**src/rtl/memory_arbiter.sv**
```systemverilog
// Two-requester arbiter that shares one single-port memory bus between a CPU (0) and a loader (1).
// Tie-break is fixed priority to requester 0 unless ARBITER_ROUND_ROBIN_EN is defined.
//
// state | meaning
// IDLE  | waiting for a request; latches the winner's command
// ADDR  | address phase, write strobe asserted for writes
// WAIT  | read data phase, bus_data_out captured at the end
// ACK   | one-cycle completion pulse to the winner
module memory_arbiter #(
  parameter int ADDR_WIDTH = 16,
  parameter int DATA_WIDTH = 32
) (
  input  logic                    clk,
  input  logic                    reset,
  input  logic                    req_0,
  input  logic                    req_1,
  input  logic                    write_0,
  input  logic                    write_1,
  input  logic [ADDR_WIDTH-1:0]   address_0,
  input  logic [ADDR_WIDTH-1:0]   address_1,
  input  logic [DATA_WIDTH-1:0]   data_in_0,
  input  logic [DATA_WIDTH-1:0]   data_in_1,
  input  logic [DATA_WIDTH/8-1:0] write_mask_0,
  input  logic [DATA_WIDTH/8-1:0] write_mask_1,
  output logic                    ack_0,
  output logic                    ack_1,
  output logic [DATA_WIDTH-1:0]   data_out_0,
  output logic [DATA_WIDTH-1:0]   data_out_1,
  output logic [ADDR_WIDTH-1:0]   bus_address,
  output logic [DATA_WIDTH-1:0]   bus_data_in,
  output logic [DATA_WIDTH/8-1:0] bus_write_mask,
  output logic                    bus_enable,
  output logic                    bus_write_enable,
  input  logic [DATA_WIDTH-1:0]   bus_data_out,
  output logic [1:0]              grant,
  output logic                    busy
);

  localparam int MW = DATA_WIDTH / 8;

  typedef enum logic [1:0] {IDLE, ADDR, WAIT, ACK} state_t;

  state_t                state_q;
  logic [1:0]            grant_q;
  logic                  busy_q;
  logic [1:0]            ack_q;
  logic                  write_q;
  logic [DATA_WIDTH-1:0] dout0_q;
  logic [DATA_WIDTH-1:0] dout1_q;
  logic [ADDR_WIDTH-1:0] bus_addr_q;
  logic [DATA_WIDTH-1:0] bus_din_q;
  logic [MW-1:0]         bus_mask_q;
  logic                  bus_en_q;
  logic                  bus_we_q;
  logic                  win1_d;
`ifdef ARBITER_ROUND_ROBIN_EN
  logic                  last_q;
`endif

`ifdef ARBITER_ROUND_ROBIN_EN
  always_comb begin
    win1_d = req_1;
    if (req_0 && req_1) win1_d = ~last_q;
  end
`else
  always_comb begin
    win1_d = req_1 && !req_0;
  end
`endif

  always_ff @(posedge clk) begin
    if (reset) begin
      state_q    <= IDLE;
      grant_q    <= 2'b00;
      busy_q     <= 1'b0;
      ack_q      <= 2'b00;
      write_q    <= 1'b0;
      dout0_q    <= '0;
      dout1_q    <= '0;
      bus_addr_q <= '0;
      bus_din_q  <= '0;
      bus_mask_q <= '0;
      bus_en_q   <= 1'b0;
      bus_we_q   <= 1'b0;
`ifdef ARBITER_ROUND_ROBIN_EN
      last_q     <= 1'b1;
`endif
    end else begin
      case (state_q)
        IDLE: begin
          if (req_0 || req_1) begin
            state_q    <= ADDR;
            busy_q     <= 1'b1;
            grant_q    <= win1_d ? 2'b10 : 2'b01;
            write_q    <= win1_d ? write_1 : write_0;
            bus_en_q   <= 1'b1;
            bus_we_q   <= win1_d ? write_1 : write_0;
            bus_addr_q <= win1_d ? address_1 : address_0;
            bus_din_q  <= win1_d ? data_in_1 : data_in_0;
            bus_mask_q <= win1_d ? write_mask_1 : write_mask_0;
`ifdef ARBITER_ROUND_ROBIN_EN
            last_q     <= win1_d;
`endif
          end
        end
        ADDR: begin
          state_q  <= WAIT;
          bus_we_q <= 1'b0;
        end
        WAIT: begin
          // Read data is valid on the bus one cycle after the address phase.
          state_q    <= ACK;
          bus_en_q   <= 1'b0;
          bus_addr_q <= '0;
          bus_din_q  <= '0;
          bus_mask_q <= '0;
          ack_q      <= grant_q;
          if (!write_q) begin
            if (grant_q[0]) dout0_q <= bus_data_out;
            else            dout1_q <= bus_data_out;
          end
        end
        ACK: begin
          state_q <= IDLE;
          ack_q   <= 2'b00;
          grant_q <= 2'b00;
          busy_q  <= 1'b0;
        end
        default: state_q <= IDLE;
      endcase
    end
  end

  assign ack_0            = ack_q[0];
  assign ack_1            = ack_q[1];
  assign data_out_0       = dout0_q;
  assign data_out_1       = dout1_q;
  assign bus_address      = bus_addr_q;
  assign bus_data_in      = bus_din_q;
  assign bus_write_mask   = bus_mask_q;
  assign bus_enable       = bus_en_q;
  assign bus_write_enable = bus_we_q;
  assign grant            = grant_q;
  assign busy             = busy_q;

endmodule

```
**config.mk**
```make
export PLATFORM = sky130hd
export DESIGN_NAME = memory_arbiter
export DESIGN_NICKNAME = d
export VERILOG_FILES = /design/src/rtl/memory_arbiter.sv
export SDC_FILE = /design/constraint.sdc
export NUM_CORES = 1
export LEC_CHECK = 0
export CAP_MARGIN = 20
export CORE_MARGIN = 2
export CORE_UTILIZATION = 35
export CTS_CLUSTER_DIAMETER = 100
export DETAILED_ROUTE_END_ITERATION = 6
export HOLD_SLACK_MARGIN = 0.05
export PLACE_DENSITY = 0.78
export SYNTH_ARGS = -nofsm -noshare
export SYNTH_HDL_FRONTEND = slang
export SYNTH_SLANG_ARGS = --single-unit
```
**constraint.sdc**
```tcl
create_clock -name clk -period 2.26 [get_ports clk]
set_clock_uncertainty 0.05 [all_clocks]
set_input_delay 0.452 -clock clk [delete_from_list [all_inputs] [get_ports clk]]
set_output_delay 0.452 -clock clk [all_outputs]
set_load 0.02 [all_outputs]
```
# Word level (Yosys, flattened, before mapping)
# Cells that the tools add are included.
# W data, S select, Z words.
[totals]
register_bits = 126
latch_bits = 0
mem_bits_rw = 0
rom_bits = 0
out_inout_bits = 123
wordCells = 53
mem_count = 0
[classes]
add_sub_neg = 0
n_mul = 0
div = 0
order_cmp = 0
n_eq_ne = 4
shift = 0
n_mux = 21
bitwise_logic = 2
reduce_logical = 14
[op_table]
columns = ["operator", "n"]
rows = [
  ["$mux W32", 2],
  ["$pmux W32 S2", 1],
  ["$mux W16", 2],
  ["$pmux W16 S2", 1],
  ["$mux W4", 2],
  ["$pmux W2 S2", 2],
  ["$pmux W2 S4", 1],
  ["$pmux W4 S2", 1],
  ["$reduce_and A2 Y1", 4],
  ["$reduce_bool A2 Y1", 4],
  ["$mux W2", 3],
  ["$pmux W1 S2", 3],
  ["$reduce_and A3 Y1", 2],
  ["$eq A2 B2 Y1 const B", 2],
  ["$mux W1", 3],
  ["$eq A2 B1 Y1 const B", 1],
  ["$logic_not A2 Y1", 1],
  ["$ne A2 B2 Y1 const B", 1],
  ["$not A1 Y1", 2],
  ["$logic_and A1 B1 Y1", 1],
  ["$logic_not A1 Y1", 1],
  ["$logic_or A1 B1 Y1", 1],
]

# Depth between registers and ports, before layout
[logic_depth]
word_depth = 5
depth_mapped = 8
ltp_nobuf = 5

# Worst setup path before layout
# No wires, ideal clock.
[synth_path]
path_kind = "register -> register"
start = "reg state_q[0]"
end = "reg bus_addr_q[10] (netlist: bus_address[10])"
setup_time_ns = 0.071
arrival_ns = 1.613
slack_ns = 0.526
path_stages_with_launch = 8
path_buffers = 2
period_less_slack_ns = 1.734
path_cell_list = "dfxtp_1 > inv_1 > ha_1 > buf_4 > or2_2 > a21oi_4 > buf_6 > o2bb2ai_1"
[synth_between]
elab_chain_len = 3
elab_cells_between_ends = 6
classes_between = "eq/ne (2); mux (1); reduce/logical (3)"
[synth_rtl]
columns = ["item", "line", "text"]
rows = [
  ["start, declared", "43", "state_t state_q;"],
  ["start signal, assigned", "73", "state_q <= IDLE;"],
  ["start signal, assigned", "92", "state_q <= ADDR;"],
  ["start signal, assigned", "107", "state_q <= WAIT;"],
  ["$eq A2 B2 Y1 or $logic_not A2 Y1 (tied branches)", "89", "case (state_q)"],
  ["$reduce_bool A2 Y1 (no source line) or $ne A2 B2 Y1 (tied branches)", "--", ""],
  ["$reduce_and A2 Y1 (no source line)", "--", ""],
  ["end signal, assigned", "98", "bus_addr_q <= win1_d ? address_1 : address_0;"],
  ["end, declared", "50", "logic [ADDR_WIDTH-1:0] bus_addr_q;"],
]
# Several ways; a longest one is shown, not always the timed one.
# A chain may end at the register's enable or synchronous reset.

# Worst setup path after layout
[layout_path]
start = "reg grant_q[0] (netlist: grant[0])"
end = "out grant[0]"
[layout_rtl]
columns = ["item", "line", "text"]
rows = [
  ["start, declared", "44", "logic [1:0] grant_q;"],
  ["start signal, assigned", "94", "grant_q <= win1_d ? 2'b10 : 2'b01;"],
  ["end, declared", "35", "output logic [1:0] grant,"],
]
# No word-level cell between the ends.

==> reports/qor.tcl <==
set qor(arrival_ns) 1.54
set qor(top_level_ports) 265
set qor(route.final.wire_length_mm) 15.5
set qor(hold_violations) 0
set qor(worstPathRequired_ns) 1.76
set qor(layout-area-overhead-vs-synth_pct) 69.6
set qor(rows) 42
set qor(fill_cells) 1110
set qor(grt_antenna_before_repair) 0
set qor(worst_path_dominant_cell_family) {buffers and inverters}
set qor(ant_nets) 0
set qor(portion_of_netlist_area_occupied_by_mux_cells) 0.00420
set qor(clock_network_latency_to_the_later_pin_of_the_worst_skew_pair_ns) 0.41
set qor(grt.total_usage) 0.211
set qor(setup_total_negative_slack_ns) 0
set qor(globalRoute.totalOverflow) 0
set qor(synth_compound_gate_area_share) 0.267
set qor(diodes) 0
set qor(synth.avg_cell_area_um2) 9.19
set qor(design.core.area_um2) 13300
set qor(fp.dieW_um) 121
set qor(number_of_global_route_vias_before_repair) 4900
set qor(start_kind) {register}
set qor(cts_tree) {yes}
set qor(timing.rr.start) {state_q[0]}
set qor(critical_path.endpoint_type) {output pin}
set qor(worst_pin_slew_ns) 0.632
set qor(synth_most_common_cell) {nand2_1}
set qor(cts_sink_cnt) 126
set qor(finalWorstSetupSlack_ns) 0.215
set qor(totalPowerFinal_mw) 7.89
set qor(avgRoutedWirePerCell_um) 16.3
set qor(vias) 4863
set qor(hold_path_startpoint) {reset}
set qor(clk_pin_slew_worst_paths_ns) 0.05
set qor(place.detailed.hpwl_mm) 10.9
set qor(cts_post_setup_buffers_inserted) 0
set qor(regToRegEndpoint) {bus_data_in[3]}
set qor(synth_top_cells_by_area) {dfxtp_1, nand2_1, o2bb2ai_1}
set qor(run_status) {finished, final reports clean}
set qor(timing_max_transition_violations_final) 0
set qor(synth_largest_area_cell) {dfxtp_1}
set qor(synth-seq-area-share) 0.529
set qor(cts_htree_levels) 4
set qor(final_period_minus_worst_setup_slack_ns) 2.04
set qor(drt_iter0_drc) 278
set qor(post_cts_hold_buffer_count) 0
set qor(slew_headroom) 0.579
set qor(clock_tree.buffer_depth) 2
set qor(initial_core_util) 0.359
set qor(reg2reg_depth) 6
set qor(clock_tree.root_cell) {clkbuf_16}
set qor(power_leakage_nw) 2.81
set qor(multiInputGateArea_um2) 2010
set qor(max-cap-violations) 0
set qor(cts_made_buffers) 17
set qor(setup.worst_path.class) {register to output pin}
set qor(die_area_um2) 14600
set qor(synth_enable_flop_cells) 0
set qor(drcViolationCount) 0
set qor(synth_top_family_by_area) {compound AO/OA/AOI/OAI gates}
set qor(timing.critical_path.cells) {clkdlybuf4s50_1}
set qor(via_per_inst) 5.10
set qor(post-route-period-util) 0.905
set qor(ff_latch_area_um2) 2520
set qor(hold_path_class) {input port to register}
set qor(place_congestion) 0.799
set qor(port_buffers) 264
set qor(ys_async_sr_fraction) 0
set qor(drive_above_1_share) 0.0604
set qor(grt_first_pass_wirelength_mm) 24.2
set qor(setup.reg_to_reg.worst_slack_ns) 0.27
set qor(maxClockFrequency_mhz) 489
set qor(synth_top_flop_cell) {dfxtp_1}
set qor(detailedRoute.firstPassIterationCount) 5
set qor(cp_max_fo) 7
set qor(synth_fa_ha_area_frac) 0.0157
set qor(crit_path_max_incr_delay_ns) 0.68
set qor(min_to) {busy}
set qor(yosysWarningCount) 0
set qor(syn_inst) 519
set qor(mappedNetlistNets) 667
set qor(slowest_stage) {clkdlybuf4s50_1}
set qor(synth_xor_xnor_area_share) 0
set qor(post_cts_resize_count) 0
set qor(vdd_drop_max_mv) 0.525
set qor(grt_max_degree) 65
set qor(synth.cells.most_frequent) {nand2_1, dfxtp_1, a21oi_1, a22oi_1, o2bb2ai_1}
set qor(unrepaired_setup_endpoints_after_global_routing) {false}
set qor(final_nets) 913
set qor(pwr_density_cell_nw_per_um2) 975
set qor(worst_setup_slack_after_placement_ns) 0.169
set qor(post-synth-top-area-fraction) 0.529
set qor(worstPathBufferInverterCount) 1
set qor(yosys.cell_types.count) 31
set qor(worstHoldPathCells) 2
set qor(setup_viol) 0
set qor(synth_area_um2) 4770
set qor(die_h_um) 121
set qor(ys_seq_elements) 126
set qor(synth-simple-area-share) 0.132
[flip-flops by register name, indices dropped and copies added, names as in the netlist]
| name | flops |
|---|---|
| grant | 2 |
| bus_address | 16 |
| bus_enable | 1 |
| write_q | 1 |
| ack_q | 2 |
| data_out_0 | 32 |
| bus_write_enable | 1 |
| busy | 1 |
| bus_write_mask | 4 |
| state_q | 2 |
| data_out_1 | 32 |
| bus_data_in | 32 |
[placed cells by master, fill, tap and decap left out, types with 2 or more instances in the layout]
cell type	count
clkdlybuf4s50_1	262
nand2_1	130
dfxtp_1	126
a21oi_1	69
a22oi_1	52
o2bb2ai_1	52
clkbuf_16	17
ha_1	6
clkbuf_8	6
buf_4	6
inv_1	5
o21ai_0	5
clkinv_2	5
nor2_1	3
nor3_1	3
clkbuf_1	3
buf_12	3
or3b_1	2
nand3b_1	2
mux2i_1	2
a21boi_0	2
buf_2	2
[metal layers]
layer	vias up	global-route usage	wire [um]
li1	2339	-	-
met5	-	0	0
met2	226	0.377	7970
met1	2282	0.224	6050
met3	16	0.0792	1290
met4	0	0.0865	225
[area by class of cell]
| class | count | share of cell area |
|---|---|---|
| sequential | 126 | 0.312 |
| inverter | 5 | 0.00232 |
| multi-input combinational | 342 | 0.249 |
| clock inverter | 6 | 0.00681 |
| tap | 176 | 0.0272 |
| timing repair buffer | 273 | 0.339 |
| clock buffer | 26 | 0.0642 |
[how the worst max path moves through the flow]
stage | from | endpoint | slack [ns] | cells past startpoint
final | grant[0] | grant[0] | 0.22 | 1
after global routing | grant[0] | grant[0] | 0.14 | 1
after CTS | grant[0] | grant[0] | 0.18 | 1
after global placement | req_1 | bus_data_in[3] | 0.23 | 5
after floorplan | state_q[0] | bus_address[10] | 0.53 | 7
after detailed placement | req_1 | bus_data_in[12] | 0.17 | 5
[power breakdown]
part / switching (mW) / leakage [nW] / internal, mW
clock network: 0.922 / 0.290 / 1.68
registers: 0.227 / 1.03 / 2.59
logic: 1.31 / 1.50 / 1.16
total: 2.46 / 2.81 / 5.43
[metrics by stage]
| step | util | std cells | hold WS (ns) | instance area, um^2 |
|---|---|---|---|---|
| after floorplan | - | 519 | 0.421 | 4770 |
| after global placement | 0.565 | 922 | 0.391 | 7510 |
| after detailed placement | 0.565 | 922 | 0.396 | 7510 |
| after CTS | 0.608 | 954 | 0.319 | 8090 |
| after global routing | 0.608 | 954 | 0.342 | 8090 |
| final | 0.608 | 954 | 0.343 | 8090 |
[cell families (layout without fill, tap and decap cells)]
group           Yosys count  in the layout
compound gates          184            184
flops                   126            126
buf+inv                  51            310
fa+ha+maj                 6              6
mux                       2              2
simple gates            150            150
Note: power is estimated with default switching activity, not from simulation.
==> variant, RTL diff (same settings) <==
Set the parameter `ADDR_WIDTH` to 17 (it was 16).
--- a/src/rtl/memory_arbiter.sv
+++ b/src/rtl/memory_arbiter.sv
@@ -7,7 +7,7 @@
 // WAIT  | read data phase, bus_data_out captured at the end
 // ACK   | one-cycle completion pulse to the winner
 module memory_arbiter #(
-  parameter int ADDR_WIDTH = 16,
+  parameter int ADDR_WIDTH = 17,
   parameter int DATA_WIDTH = 32
 ) (
   input  logic                    clk,
Interface: changed (resized address_0, address_1 and bus_address); port bits go from 265 to 268. No check against the original RTL was run, so the function may have changed too.
==> variant against the original RTL <==
  * Count of clock-buffer cells in the layout fell by 2
  * Clock power is 2% higher
  * Design area increased by 0.94%
  * Setup slack worse by 0.014 ns
  * Hold slack improved by 0.0069 ns
  * Area after synthesis up 0.55%
  * Final cell count increased by 0.63%
  * Non-clock buffer count up 5
  * Sequential cell count grew 1
  * Total power up 1.5%
  * Wire length is 1.9% higher
  * Global-route usage is 0.16 points higher
  * First-iteration DRC count increased by 19%
  * Largest cell class unchanged
  * Largest power group unchanged
==> variant: results (changes against the original RTL) <==
{| class="wikitable"
! Metric !! Value
|-
| Layout cells sized above 1 || 6.12% (+0.081 points)
|-
| Ys Warns || 0 (unchanged)
|-
| Number of vias after detailed routing || 4,916 (+1.1%)
|-
| Worst Hold Depth || 3 (+1)
|-
| Vias in the first global route || 5,014 (+2.3%)
|-
| Worst relative slew slack || 50.8% (-7.1 points)
|-
| Final-layout worst hold slack || 0.350 ns (+0.00694 ns)
|-
| Max VDD drop || 0.492 mV (-6.4%)
|-
| Adder-cell share of the synthesized area || 1.57% (-0.0086 points)
|-
| Met1 wire length || 6050 um (about the same)
|-
| Count of filler cells inserted in the layout || 1,070 (-3.6%)
|-
| Cell types occupying the most area after synthesis || dfxtp_1, nand2_1, o2bb2ai_1
|-
| Placed cell count || 930 (+0.87%)
|-
| Worst-case setup slack after placement || 0.191 ns (+0.0223 ns)
|-
| Total routed wirelength || 15,800 um (+1.9%)
|-
| Met2 layer usage reported by global route || 37.3% (-0.39 points)
|-
| Synthesized net count || 672 (+0.75%)
|-
| Register area share after synthesis || 53.0% (+0.13 points)
|-
| Detailed Place HPWL || 11,100 um (+1.6%)
|-
| Number of different library cells in the post-synthesis netlist || 32 (+3.2%)
|-
| Clock Path Buffers || 2 (unchanged)
|-
| Global-route wire length before repair || 24,500 um (+1.4%)
|-
| Endpoint of the worst-slack reg-to-reg timing path || bus_data_in[30]$_SDFFE_PP0P_
|-
| First-iteration detailed-routing DRC count || 331 (+19%)
|-
| DP Area || 7590 um^2 (+1.0%)
|-
| Post-synthesis mux area share || 0.418% (-0.0023 points)
|-
| GR Util met3 || 9.21% (+1.3 points)
|-
| Outcome || finished, final reports clean
|-
| Cell count after synthesis || 522 (+0.58%)
|-
| Largest net degree at the start of global routing || 73 (+12%)
|-
| Worst R2R Start || state_q[0]$_SDFFE_PP0P_
|-
| Top cells by instance count after synthesis || nand2_1, dfxtp_1, a21oi_1
|-
| End point of the most critical hold path || grant[0]$_SDFFE_PP0P_
|-
| Startpoint of the lowest-slack hold path || req_0
|-
| Leakage power of the design || 2.84 nW (+0.88%)
|-
| Internal power component || 0.00551 W (+1.6%)
|-
| Routed wl met3 || 1700 um (+32%)
|-
| CP arrival || 1.56 ns (+0.02 ns)
|-
| Total routing resource utilization after global routing || 21.3% (+0.16 points)
|-
| Net count of the finished layout || 923 (+1.1%)
|-
| Met1 Use GR || 22.2% (-0.13 points)
|}
-- variant: cell count changes in the layout (fill, tap and decap cells not counted), moves of 2 or more --
cell | unedited run | this run
or3b_2 | 0 | 2
or3b_1 | 2 | 0
clkinv_2 | 5 | 3
clkdlybuf4s50_1 | 262 | 265
buf_4 | 6 | 8
clkbuf_8 | 6 | 4
-- variant: how the worst max path moves through the flow --
stage / start / endpoint / cells past startpoint
4_1_cts: grant[0]$_SDFFE_PP0P_ / grant[0] / 1
3_5_place_dp: req_1 / bus_data_in[30]$_SDFFE_PP0P_ / 5
5_1_grt: state_q[0]$_SDFFE_PP0P_ / bus_data_in[12]$_SDFFE_PP0P_ / 6
2_1_floorplan: state_q[0]$_SDFFE_PP0P_ / data_out_1[0]$_SDFFE_PP0P_ / 8
3_3_place_gp: req_1 / bus_address[7]$_SDFFE_PP0P_ / 5
6_report: grant[0]$_SDFFE_PP0P_ / grant[0] / 1
-- variant: power groups by stage --
stage / logic [W] / clock network [W] / registers [W]
global route: 0.00269 / 0.00280 / 0.00289
global placement: 0.00247 / 0 / 0.00287
detailed placement: 0.00251 / 0 / 0.00288
CTS: 0.00253 / 0.00269 / 0.00285
finish: 0.00252 / 0.00264 / 0.00285
floorplan: 0.000889 / 0 / 0.00327
-- variant: cell type report --
type / count / area share (%)
clock buffer: 24 / 6.02
clock inverter: 6 / 1.01
inverter: 5 / 0.230
multi-input combinational: 344 / 24.8
sequential: 127 / 31.1
tap: 176 / 2.70
timing repair buffer: 278 / 34.1
-- variant: logic make-up after synthesis --
| kind of cell | after synthesis |
|---|---|
| compound gates | 186 |
| simple gates | 150 |
| flops | 127 |
| buf+inv | 51 |
| fa+ha+maj | 6 |
| mux | 2 |
